## config.mk

```make
export PLATFORM = sky130hd
export DESIGN_NAME = ft_tx_sched
export DESIGN_NICKNAME = d
export VERILOG_FILES = /design/src/rtl/ft_tx_sched.sv
export SDC_FILE = /design/constraint.sdc
export NUM_CORES = 1
export LEC_CHECK = 0
export BUFFER_PORTS_ARGS = -buffer_cell sky130_fd_sc_hd__buf_2
export CELL_PAD_IN_SITES_DETAIL_PLACEMENT = 1
export CELL_PAD_IN_SITES_GLOBAL_PLACEMENT = 2
export CORE_UTILIZATION = 40
export CTS_BUF_LIST = sky130_fd_sc_hd__clkbuf_2
export DETAILED_ROUTE_END_ITERATION = 8
export GPL_ROUTABILITY_DRIVEN = 0
export PLACE_DENSITY = 0.91
export SYNTH_ARGS = -nofsm -noshare
export SYNTH_HDL_FRONTEND = slang
export SYNTH_SLANG_ARGS = --single-unit
```

## constraint.sdc

```tcl
create_clock -name clk -period 8.1 [get_ports clk]
set_clock_uncertainty 0.05 [all_clocks]
set_input_delay 0.81 -clock clk [delete_from_list [all_inputs] [get_ports clk]]
set_output_delay 0.81 -clock clk [all_outputs]
set_load 0.02 [all_outputs]
```

## src/rtl/ft_tx_sched.sv

```systemverilog
// ft_tx_sched: packet scheduler for the FT600 write path.
//
// Shares one FT write stream between the AFE sample FIFO (IQ pairs) and the
// CPU command FIFO. It arbitrates per packet and emits one header word ahead
// of PKT_WORDS payload words. Both source FIFOs are non-show-ahead: Q is
// valid one clk after re.
//
// Ports:
//   clk, reset_n       clock (FT domain), async active-low reset
//   loopback           1 = sample source never granted
//   samp_*             sample FIFO read port (data, empty, enough, re)
//   cmd_*              cmd FIFO read port (data, empty, block count, re)
//   tx_data_o/valid_o  output word stream, accepted on valid & tx_ready_i
//   grant_o            00 none, 01 samples, 10 cmd
//   pkt_seq_o          packet sequence number, advances on header accept
//   underrun_o         sticky: granted source ran empty mid-packet
module ft_tx_sched #(
  parameter int unsigned FT_DATA_WIDTH = 32,
  parameter int unsigned IQ_PAIR_WIDTH = 24,
  parameter int unsigned PKT_WORDS     = 32,
  parameter int unsigned MAX_CMD_BURST = 2,
  parameter int unsigned BLKCNT_WIDTH  = 4
) (
  input  logic                     clk,
  input  logic                     reset_n,
  input  logic                     loopback,
  input  logic [IQ_PAIR_WIDTH-1:0] samp_data_i,
  input  logic                     samp_empty_i,
  input  logic                     samp_enough_i,
  output logic                     samp_re_o,
  input  logic [FT_DATA_WIDTH-1:0] cmd_data_i,
  input  logic                     cmd_empty_i,
  input  logic [BLKCNT_WIDTH-1:0]  cmd_blkcnt_i,
  output logic                     cmd_re_o,
  output logic [FT_DATA_WIDTH-1:0] tx_data_o,
  output logic                     tx_valid_o,
  input  logic                     tx_ready_i,
  output logic [1:0]               grant_o,
  output logic [7:0]               pkt_seq_o,
  output logic                     underrun_o
);

  localparam int unsigned STREAK_W = (MAX_CMD_BURST < 1) ? 1 : $clog2(MAX_CMD_BURST + 1);
  localparam logic [STREAK_W-1:0] STREAK_MAX = STREAK_W'(MAX_CMD_BURST);
  localparam logic [7:0] PKT_W8 = 8'(PKT_WORDS);

  typedef enum logic [1:0] {
    ST_IDLE,
    ST_HDR,
    ST_BODY
  } state_t;

  state_t                   state;
  logic                     is_cmd;
  logic [STREAK_W-1:0]      streak;
  logic [7:0]               rd_left;   // payload reads still to issue
  logic [7:0]               tx_left;   // payload words still to hand off
  logic                     inflight;  // read issued last clk, Q valid now
  logic [FT_DATA_WIDTH-1:0] pbuf0;
  logic [FT_DATA_WIDTH-1:0] pbuf1;
  logic [1:0]               pcnt;

  logic                     src_empty;
  logic [1:0]               occ;
  logic                     rd_en;
  logic [FT_DATA_WIDTH-1:0] q_word;
  logic                     cmd_ok;
  logic                     samp_ok;
  logic                     grant_cmd;
  logic                     grant_samp;
  logic                     fire;
  logic                     last_fire;
  logic                     load_out;
  logic                     pop;
  logic                     take_q;
  logic                     push;
  logic [31:0]              hdr_word;
  logic [FT_DATA_WIDTH-1:0] nb0;
  logic [FT_DATA_WIDTH-1:0] nb1;
  logic [1:0]               ncnt;

  // Read enables are decoded from registered state plus the live empty flag
  // so a read can be issued in the same clk the FIFO becomes non-empty.
  always_comb begin
    src_empty  = is_cmd ? cmd_empty_i : samp_empty_i;
    occ        = pcnt + {1'b0, inflight};
    rd_en      = (state != ST_IDLE) && (rd_left != 8'd0) && (occ < 2'd2) && !src_empty;
    samp_re_o  = rd_en & ~is_cmd;
    cmd_re_o   = rd_en & is_cmd;
    q_word     = is_cmd ? cmd_data_i : FT_DATA_WIDTH'(samp_data_i);

    cmd_ok     = (cmd_blkcnt_i != '0);
    samp_ok    = samp_enough_i & ~loopback;
    grant_cmd  = cmd_ok & ~((streak == STREAK_MAX) & samp_ok);
    grant_samp = ~grant_cmd & samp_ok;
    hdr_word   = {8'hA5, grant_cmd, 7'b0, pkt_seq_o, PKT_W8};

    fire       = tx_valid_o & tx_ready_i;
    last_fire  = (state == ST_BODY) && fire && (tx_left == 8'd1);
    // The output register refills when the header leaves, or in BODY when
    // it is empty or being drained this clk.
    load_out   = ((state == ST_HDR) && fire) ||
                 ((state == ST_BODY) && (!tx_valid_o || tx_ready_i) && !last_fire);
    pop        = load_out && (pcnt != 2'd0);
    take_q     = load_out && (pcnt == 2'd0) && inflight;
    push       = inflight && !take_q;

    nb0  = pbuf0;
    nb1  = pbuf1;
    ncnt = pcnt;
    if (pop) begin
      nb0  = pbuf1;
      ncnt = ncnt - 2'd1;
    end
    if (push) begin
      if (ncnt == 2'd0) begin
        nb0 = q_word;
      end else begin
        nb1 = q_word;
      end
      ncnt = ncnt + 2'd1;
    end
  end

  always_ff @(posedge clk or negedge reset_n) begin
    if (!reset_n) begin
      state      <= ST_IDLE;
      is_cmd     <= 1'b0;
      streak     <= '0;
      rd_left    <= '0;
      tx_left    <= '0;
      inflight   <= 1'b0;
      pbuf0      <= '0;
      pbuf1      <= '0;
      pcnt       <= '0;
      tx_data_o  <= '0;
      tx_valid_o <= 1'b0;
      grant_o    <= '0;
      pkt_seq_o  <= '0;
      underrun_o <= 1'b0;
    end else begin
      inflight <= rd_en;
      if (rd_en) begin
        rd_left <= rd_left - 8'd1;
      end
      pbuf0 <= nb0;
      pbuf1 <= nb1;
      pcnt  <= ncnt;

      if (load_out) begin
        tx_valid_o <= pop | take_q;
        if (pop) begin
          tx_data_o <= pbuf0;
        end else if (take_q) begin
          tx_data_o <= q_word;
        end
      end

      case (state)
        ST_IDLE: begin
          if (grant_cmd || grant_samp) begin
            state      <= ST_HDR;
            is_cmd     <= grant_cmd;
            grant_o    <= grant_cmd ? 2'b10 : 2'b01;
            tx_data_o  <= FT_DATA_WIDTH'(hdr_word);
            tx_valid_o <= 1'b1;
            rd_left    <= PKT_W8;
            tx_left    <= PKT_W8;
            if (grant_cmd) begin
              if (streak != STREAK_MAX) begin
                streak <= streak + 1'b1;
              end
            end else begin
              streak <= '0;
            end
          end
        end
        ST_HDR: begin
          if (fire) begin
            pkt_seq_o <= pkt_seq_o + 8'd1;
            state     <= ST_BODY;
          end
        end
        ST_BODY: begin
          if ((rd_left != 8'd0) && src_empty) begin
            underrun_o <= 1'b1;
          end
          if (fire) begin
            tx_left <= tx_left - 8'd1;
            if (tx_left == 8'd1) begin
              state      <= ST_IDLE;
              grant_o    <= '0;
              tx_valid_o <= 1'b0;
            end
          end
        end
        default: state <= ST_IDLE;
      endcase
    end
  end

endmodule

```

* Word-level counts from Yosys, hierarchy flattened
Index checks and enable logic that the tools add are counted.
** Storage, ports and cells
- Bits in registers :: 132
- Output and inout bits :: 46
** Cells by class
- Add/subtract/negate cells :: 7
- $lt $le $gt $ge :: 1
- Equal/unequal tests :: 10
- Mux-type cells :: 33
- Bitwise operators :: 13
- Reductions and logical operators :: 36
** Operators by type and width (number)
- 32-bit 2-to-1 mux :: 9
- 8-bit 2-to-1 mux :: 5
- 2-bit 2-to-1 mux :: 10
- 8-bit one-hot mux with 2 select lines :: 1
- 8-bit by 1-bit subtractor with 8-bit output, second input constant :: 2
- 1-bit logical AND :: 13
- 8-bit by 1-bit adder with 8-bit output, second input constant :: 1
- 8-bit by 1-bit == test with 1-bit output, second input constant :: 1
- 2-bit inequality test, second input constant :: 4
- 2-bit AND reduction :: 4
- 4-bit AND reduction :: 2
- 8-bit nonzero test :: 1
- 1-bit AND :: 7
- 2-bit logical NOT :: 3
- 2-bit one-hot mux with 3 select lines :: 1
- 3-bit AND reduction :: 2
- 2-bit nonzero test :: 3
- 1-bit 2-to-1 mux :: 5
- 1-bit inverter :: 5
- 2-bit by 1-bit adder with 2-bit output, second input constant :: 2
- 2-bit == test, second input constant :: 2
- 1-bit logical NOT :: 4
- 2-bit by 1-bit inequality test with 1-bit output, second input constant :: 2
- 2-bit one-hot mux with 2 select lines :: 1
- 8 further kinds :: 10

* Logic depth before layout (Yosys ltp)
Gate-level depths: netlist of run 1.
- Word-level depth :: 13
- Gate-level depth with buffers :: 13
- Mapped depth without buffers :: 11

* Least setup slack after synthesis of run 1
OpenSTA, ideal clock, no wires.
- Path type :: input -> register
- Start point :: input port tx_ready_i
- End point :: register pbuf1[5]
- Library setup time :: 128 ps
- Arrival :: 2788 ps
- Required time :: 7922 ps
- Slack :: 5134 ps
- Stages :: 9
- Cell sequence :: inv_1 -> a221o_2 -> a21oi_4 -> buf_6 -> xnor2_1 -> ha_1 -> or3b_1 -> buf_2 -> mux2_1
** On the way
- Longest elaborated chain between the ends :: 11
** RTL lines
- start, declared :: RTL line 37 : input logic tx_ready_i,
- 1-bit AND :: RTL line 98 : fire = tx_valid_o & tx_ready_i;
- 1-bit logical AND (2 in series) :: RTL line 99 : last_fire = (state == ST_BODY) && fire && (tx_left == 8'd1);
- 1-bit logical NOT :: RTL line 103 : ((state == ST_BODY) && (!tx_valid_o || tx_ready_i) && !last_fire);
- 1-bit logical AND :: RTL line 103
- 1-bit logical OR * :: RTL line 102 : load_out = ((state == ST_HDR) && fire) ||
- 1-bit logical AND, on equally long branches :: RTL line 104, 105
- 2-bit 2-to-1 mux / 1-bit logical AND (equally long branches) :: RTL line 111, 105
- 2-bit logical NOT / 1-bit logical NOT (equally long branches) :: RTL line 116, 106
- 1-bit inverter (no source line) / 1-bit logical AND (equally long branches)
- 2-bit AND reduction (no source line) *
- end signal, assigned :: RTL line 147 : pbuf1 <= nb1;
- end, declared :: RTL line 60 : logic [FT_DATA_WIDTH-1:0] pbuf1;
Every way passes the cells marked *; elsewhere a longest branch is shown, timed or not.
A chain may end at the register's enable or synchronous reset.

* Worst setup path after layout of run 1
- Start point :: register pcnt[1]
- End point :: register pbuf1[5]
** On the way
- Longest elaborated chain between the ends :: 6
** RTL lines
- start, declared :: RTL line 61 : logic [1:0] pcnt;
- start signal, assigned :: RTL line 148 : pcnt <= ncnt;
- branches (longest 5 deep; another with 2-bit by 1-bit subtractor with 2-bit output)
- 2-bit AND reduction (no source line) *
Every way passes the cells marked *.

==> run_results.csv, run 1 <==
group,metric,value,unit
grt,grt_first_pass_wirelength,31.45,mm
setup_path,cp-end-kind,"register",
sta,rsz0062_at_grt,"false",
finish,register_area,0.003306,mm²
route,ant_nets,0,
clocking,clk_pin_slew_worst_paths,0.18,ns
logic_synthesis,synth_compound_area_share,12.78,%
logic_synthesis,synthAdderAreaFrac,1.464,%
placed_design,place_hpwl,13.23,mm
route,routed_wl,18.91,mm
logic_synthesis,synthXorXnorAreaFrac,2.563,%
logic_synthesis,synth_edf_count,0,
pwr,p_int,1.712,mW
finish,fin_nets,825,
setup_path,worst-setup-path-type,"reg -> reg",
sta,finalSetupViolCount,0,
grt,grt_pass1_vias,6036,
logic_synthesis,ys_top_cells_by_area,"dfrtp_1 (48%), mux2i_1 (18%), nand2_1 (3.0%)",
logic_synthesis,ys_ff_latch,132,
logic_synthesis,synth_cells,656,
finish,fill_cells,1888,
route,drtIter0Drc,315,
clocking,cts_buffers,17,
grt,grt_antenna_before_repair,0,
floorplanning,die-area,0.01761,mm²
finish,antennaDiodeCount,0,
clocking,clk_latency,0.70,ns
outcome,status,"finished, final reports clean",
sta,hold_viol,0,
sta,fmax,0.2495,GHz
pwr,p_sw,1.442,mW
placed_design,io_buffers,112,
setup_path,crit_path_start_kind,"register",
setup_path,arrival,4.53,ns
grt,grt_overflow,0,
logic_synthesis,synth_top_area_share,48.33,%
grt,grt.total_usage,22.81,%
pwr,clockPowerShare,12.0,%
finish,multi_input_area,0.003153,mm²
pwr,swShare,45.72,%
route,drt-met1-wl,8.100,mm
grt,grt_max_degree,60,
sta,period_needed,4.008,ns
clocking,cts_tree,"built",
sta,setup_tns,0,ns
floorplanning,design.core.area,0.01664,mm²
logic_synthesis,synthesis.nets,731,
floorplanning,die_x,132.7,µm
setup_path,cp.required,8.63,ns
logic_synthesis,synth-main-ff-cell,"dfrtp_1",
route,wl_met3,632,µm
finish,drive_above_1_share,21.78,%
route,highest_layer,"met4",
logic_synthesis,synth.avg_cell_area,10.42,µm²
worst_hold_path,hp-class,"in -> reg",
clocking,htreeDepth,4,
route,wl_met2,9.837,mm
logic_synthesis,yosysSeqAreaShare,48.33,%
logic_synthesis,yosysWarnings,0,
finish,syn_to_final_growth,13.18,%
logic_synthesis,synth_cell_type_count,52,
floorplanning,start_util,41.07,%
sta,worst_pin_slew,1.198,ns
route,via_count,5451,
pwr,power.total,3.155,mW
setup_path,path_max_fanout,41,
sta,period_share,49.48,%
pwr,seq_power_share,37.9,%
route,drc,0,
clocking,cts_max_path_buffers,2,
floorplanning,die_y,132.7,µm
setup_path,r2r_cells,8,
route,first_pass_iters,4,
floorplanning,pin_count,113,
logic_synthesis,synth_area_leader_cell,"dfrtp_1",
route,wl_per_cell,19.25,µm
sta,final_max_slew_viol_count,0,
route,routed_via_density,5.551,
logic_synthesis,synthMuxAreaShare,18.23,%
clocking,cts_num_sinks,132,
pwr,ir_drop,0.2148,mV
worst_hold_path,hold_depth,3,
logic_synthesis,syn_area,0.006835,mm²
clocking,post_cts_buffers,0,
logic_synthesis,async_reset_ff_share,100.0,%
pwr,p_comb_share,50.2,%
logic_synthesis,yosys.area_share.simple,10.80,%
floorplanning,row_count,47,
run,max-cap-violations,0,
sta,slew_headroom,20.14,%
pwr,power_density,407.8,mW/mm²
logic_synthesis,synth_top_family_by_area,"multiplexers",
clocking,clockRootBuffer,"clkbuf_2",
pwr,p_leak,3.690,nW
==> flip-flops by register name, summed over array words and instances (netlist names) <==
register,flops
streak,2
rd_left,8
pcnt,2
pkt_seq_o,8
grant_o,2
is_cmd,1
tx_data_o,32
pbuf0,32
state,2
tx_left,8
tx_valid_o,1
inflight,1
underrun_o,1
pbuf1,32
==> worst paths after layout <==
path / to / slack (ns) / start
hold / removal: pbuf1[26]$_DFFE_PN0P_ / 0.36 / cmd_data_i[26]
setup reg to reg: pbuf1[5]$_DFFE_PN0P_ / 4.09 / pcnt[1]$_DFF_PN0_
hold reg to reg: underrun_o$_DFFE_PN0P_ / 0.46 / underrun_o$_DFFE_PN0P_
max in group asynchronous: inflight$_DFF_PN0_ / 6.32 / reset_n
min in group asynchronous: pkt_seq_o[7]$_DFFE_PN0P_ / 0.53 / reset_n
setup / recovery: pbuf1[5]$_DFFE_PN0P_ / 4.09 / pcnt[1]$_DFF_PN0_
==> logic make-up after synthesis <==
logic type | count (synthesis)
XOR/XNOR | 20
adder cells (fa/ha/maj) | 8
buffers and inverters | 89
AO/OA/AOI/OAI | 130
multiplexers | 124
flip-flops | 132
AND/OR/NAND/NOR | 153
==> layout by cell type (no fill, tap or decap), types with 7 or more instances in the layout <==
cell type | netlist | final
mux2i_1 | 120 | 120
nor2_1 | 38 | 36
nand2b_1 | 8 | 8
a32o_1 | 8 | 8
clkbuf_2 | 2 | 18
buf_4 | 1 | 9
inv_1 | 43 | 43
o22ai_1 | 20 | 20
ha_1 | 8 | 7
clkinv_2 | 0 | 7
xnor2_1 | 15 | 15
buf_2 | 11 | 111
dfrtp_1 | 132 | 130
nand2_1 | 55 | 55
a21oi_1 | 34 | 34
o221ai_1 | 20 | 20
nand3_1 | 20 | 20
o21ai_0 | 24 | 23
==> final cells by class <==
| type | count | area share (%) |
|---|---|---|
| clock buffer | 18 | 1.164 |
| clock inverter | 13 | 1.520 |
| inverter | 43 | 2.086 |
| multi-input combinational | 435 | 40.76 |
| sequential | 132 | 42.73 |
| tap | 220 | 3.558 |
| timing repair buffer | 121 | 8.184 |
==> metrics by stage <==
stage               hold WS (ns)  area, µm²  setup slack [ns]  util [%]  std cells
detailed placement        0.4119       7518             4.021     45.18        950
CTS                       0.2752       7736             4.060     46.49        982
floorplan                 0.4102       6835             5.134         -        656
global route              0.2417       7736             3.813     46.49        982
global placement          0.4054       7518             4.150     45.18        950
finish                    0.3566       7736             4.092     46.49        982
==> cell usage after synthesis (all sizes together), types with 4 or more instances <==
cell type / count
inv: 43
a32o: 8
ha: 8
o21ai: 25
o221ai: 20
clkbuf: 25
o22ai: 20
dfrtp: 132
and3: 5
nor3: 5
xnor2: 15
xor2: 5
mux2: 4
nor2: 39
nor4: 5
nand2b: 8
buf: 21
a211o: 5
nand2: 55
a311oi: 4
nand3: 20
mux2i: 120
a21oi: 36
==> worst max-delay path: stages (launching register included) <==
cell     delay, ns
dfrtp_1       0.47
inv_1         0.09
ha_2          0.81
inv_1         0.24
o21ai_2       0.41
a21oi_1       0.17
ha_1          0.23
or3b_2        0.93
mux2_1        0.47
==> power by group through the flow <==
stage | clock (mW) | combinational (mW) | sequential [mW]
global placement | 0 | 1.49 | 1.18
floorplan | 0 | 1.17 | 1.17
global route | 0.423 | 1.75 | 1.24
finish | 0.377 | 1.58 | 1.19
CTS | 0.393 | 1.60 | 1.19
detailed placement | 0 | 1.59 | 1.21
==> per-layer routing <==
| layer | up-vias | global-route usage [%] |
|---|---|---|
| li1 | 2531 | - |
| met1 | 2760 | 27.51 |
| met2 | 130 | 40.73 |
| met3 | 30 | 4.100 |
| met4 | 0 | 7.982 |
| met5 | - | 0 |
==> what timing repair did <==
action / CTS / global route
gates resized for setup: 0 / 0
hold endpoints to repair: 35 / 0
hold buffers: 1 / 0
endpoints found under the setup margin: 0 / 0
Note: power is estimated with default switching activity, not from simulation.
==> run 2, diff against run 1 <==
--- a/config.mk
+++ b/config.mk
@@ -8,11 +8,11 @@
 export BUFFER_PORTS_ARGS = -buffer_cell sky130_fd_sc_hd__buf_2
 export CELL_PAD_IN_SITES_DETAIL_PLACEMENT = 1
 export CELL_PAD_IN_SITES_GLOBAL_PLACEMENT = 2
-export CORE_UTILIZATION = 40
+export CORE_UTILIZATION = 37
 export CTS_BUF_LIST = sky130_fd_sc_hd__clkbuf_2
 export DETAILED_ROUTE_END_ITERATION = 8
 export GPL_ROUTABILITY_DRIVEN = 0
-export PLACE_DENSITY = 0.91
+export PLACE_DENSITY = 0.86
 export SYNTH_ARGS = -nofsm -noshare
 export SYNTH_HDL_FRONTEND = slang
 export SYNTH_SLANG_ARGS = --single-unit
==> constraint.sdc (replaced) <==
create_clock -name clk -period 3.9 [get_ports clk]
set_clock_uncertainty 0.05 [all_clocks]
set_input_delay 0.39 -clock clk [delete_from_list [all_inputs] [get_ports clk]]
set_output_delay 0.39 -clock clk [all_outputs]
set_load 0.02 [all_outputs]
==> run 2 against run 1 <==
  * Utilization grew 1.4 points
  * Critical endpoint is now pbuf0[28]$_DFF_PN0_
  * First-iteration DRC count fell by 26%
  * Largest power group unchanged
  * Sequential cell count stayed put
  * Sequential share of layout area decreased by 4.5 points
  * Clock-buffer cell count down 1
  * Cell area increased by 12%
  * Wire length rose by 8.0%
  * Critical path type unchanged
  * Non-clock buffer count grew 81
  * Worst hold slack worse by 0.27 ns
  * Via count increased by 7.0%
==> run_results.csv, run 2 (synthesis results as in run 1) <==
group,metric,value,unit
route,via_count,5833,
grt,grt_pass1_vias,6265,
sta,fmax,0.2967,GHz
route,first_pass_iters,4,
finish,syn_to_final_growth,26.36,%
sta,hold_viol,0,
grt,grt_max_degree,70,
clocking,clk_latency,0.72,ns
setup_path,cp.required,4.47,ns
placed_design,io_buffers,112,
floorplanning,pin_count,113,
placed_design,place_hpwl,13.06,mm
grt,grt.total_usage,22.29,%
floorplanning,die_x,137.9,µm
sta,slew_headroom,34.74,%
route,wl_per_cell,19.00,µm
clocking,htreeDepth,4,
outcome,status,"finished, final reports clean",
setup_path,r2r_start,"tx_left[1]$_DFFE_PN0P_",
clocking,clockRootBuffer,"clkbuf_2",
floorplanning,row_count,49,
floorplanning,start_util,37.92,%
worst_hold_path,hp-class,"in -> reg",
grt,grt_first_pass_wirelength,32.28,mm
finish,final_cell_mix,"dfrtp_1 (130), mux2i_1 (120), buf_2 (111)",
finish,fill_cells,2024,
setup_path,startpoint,"tx_left[1]$_DFFE_PN0P_",
clocking,cts_max_path_buffers,2,
finish,drive_above_1_share,20.73,%
finish,final_core_util,47.92,%
route,ant_nets,0,
placed_design,dp_cells,966,
placed_design,dpl-instance-area,0.007607,mm²
setup_path,worst-setup-path-type,"reg -> reg",
finish,final_common_cell,"dfrtp_1",
finish,multi_input_area,0.003153,mm²
clocking,cts_hold_buf,75,
clocking,cts_buffers,17,
finish,fin_nets,906,
sta,period_needed,3.370,ns
route,drc,0,
setup_path,cp-end-kind,"register",
sta,setup_tns,0,ns
setup_path,path_max_fanout,19,
finish,register_area,0.003306,mm²
grt,grt_overflow,0,
finish,final_cells,1075,
sta,period_share,86.41,%
sta,final_max_slew_viol_count,0,
floorplanning,die-area,0.01902,mm²
clocking,postCtsResizedCells,0,
pwr,power_density,807.5,mW/mm²
run,max-cap-violations,0,
grt,grt_antenna_before_repair,1,
setup_path,crit_path_start_kind,"register",
clocking,cts_tree,"built",
pwr,ir_drop,0.4681,mV
route,routed_via_density,5.426,
route,routed_wl,20.42,mm
floorplanning,die_y,137.9,µm
route,drtIter0Drc,233,
floorplanning,design.core.area,0.01802,mm²
sta,worst_pin_slew,0.9789,ns
worst_hold_path,min_from,"cmd_data_i[3]",
pwr,power.total,6.974,mW
clocking,cts_num_sinks,132,
finish,fin_area,0.008637,mm²
clocking,post_cts_buffers,0,
sta,finalSetupViolCount,0,
setup_path,arrival,3.94,ns
pwr,p_leak,4.065,nW
clocking,clk_pin_slew_worst_paths,0.21,ns
finish,top_regs,"pbuf0: 32 flops, pbuf1: 32 flops, tx_data_o: 32 flops",
sta,rsz0062_at_grt,"false",
-- run 2: per-stage QoR --
| step | hold slack [ns] | setup slack, ns |
|---|---|---|
| final | 0.08569 | 0.5299 |
| after global routing | 0.06721 | 0.3459 |
| after CTS | 0.0008109 | 0.5124 |
| after detailed placement | 0.4201 | 0.6046 |
| after global placement | 0.4199 | 0.7435 |
| after floorplan | 0.04441 | 0.9521 |
-- run 2: layer usage --
| metal | wire (µm) | GRT usage (%) | vias to the layer above |
|---|---|---|---|
| li1 | - | - | 2693 |
| met2 | 10410 | 39.06 | 129 |
| met4 | 372 | 8.514 | 0 |
| met3 | 675 | 3.801 | 31 |
| met1 | 8968 | 27.23 | 2980 |
| met5 | 0 | 0 | - |
-- run 2: final timing paths --
check                      depth (start not counted)                  endpoint  slack (ns)
max                                               12       pbuf0[28]$_DFF_PN0_        0.53
min                                                5    tx_data_o[3]$_DFF_PN0_        0.09
max reg2reg                                       12       pbuf0[28]$_DFF_PN0_        0.53
min reg2reg                                        1  pkt_seq_o[7]$_DFFE_PN0P_        0.46
max in group asynchronous                          3   tx_data_o[27]$_DFF_PN0_        2.70
min in group asynchronous                          2    tx_data_o[2]$_DFF_PN0_        0.23
-- run 2: layout make-up --
class | instances | area share (%)
clock inverter | 15 | 2.187
clock buffer | 17 | 0.9851
sequential | 132 | 38.27
timing repair buffer | 202 | 16.80
inverter | 43 | 1.869
multi-input combinational | 435 | 36.51
antenna | 2 | 0.05795
tap | 229 | 3.317
-- run 2: power breakdown --
| group | leakage, nW | total, mW | internal (mW) | switching [mW] |
|---|---|---|---|---|
| logic | 2.31 | 3.62 | 1.49 | 2.13 |
| registers | 1.60 | 2.40 | 1.95 | 0.456 |
| clock network | 0.157 | 0.947 | 0.414 | 0.533 |
-- run 2: critical path: stages, from the launching register on --
cell and delay [ns]:
dfrtp_1 0.42, inv_1 0.09, ha_1 0.19, and4bb_1 0.22, a221oi_1 0.48, o21ai_2 0.11
buf_4 0.24, a21oi_1 0.20, ha_1 0.18, nand2_1 0.09, nor2_4 0.31, buf_4 0.39
mux2i_1 0.29
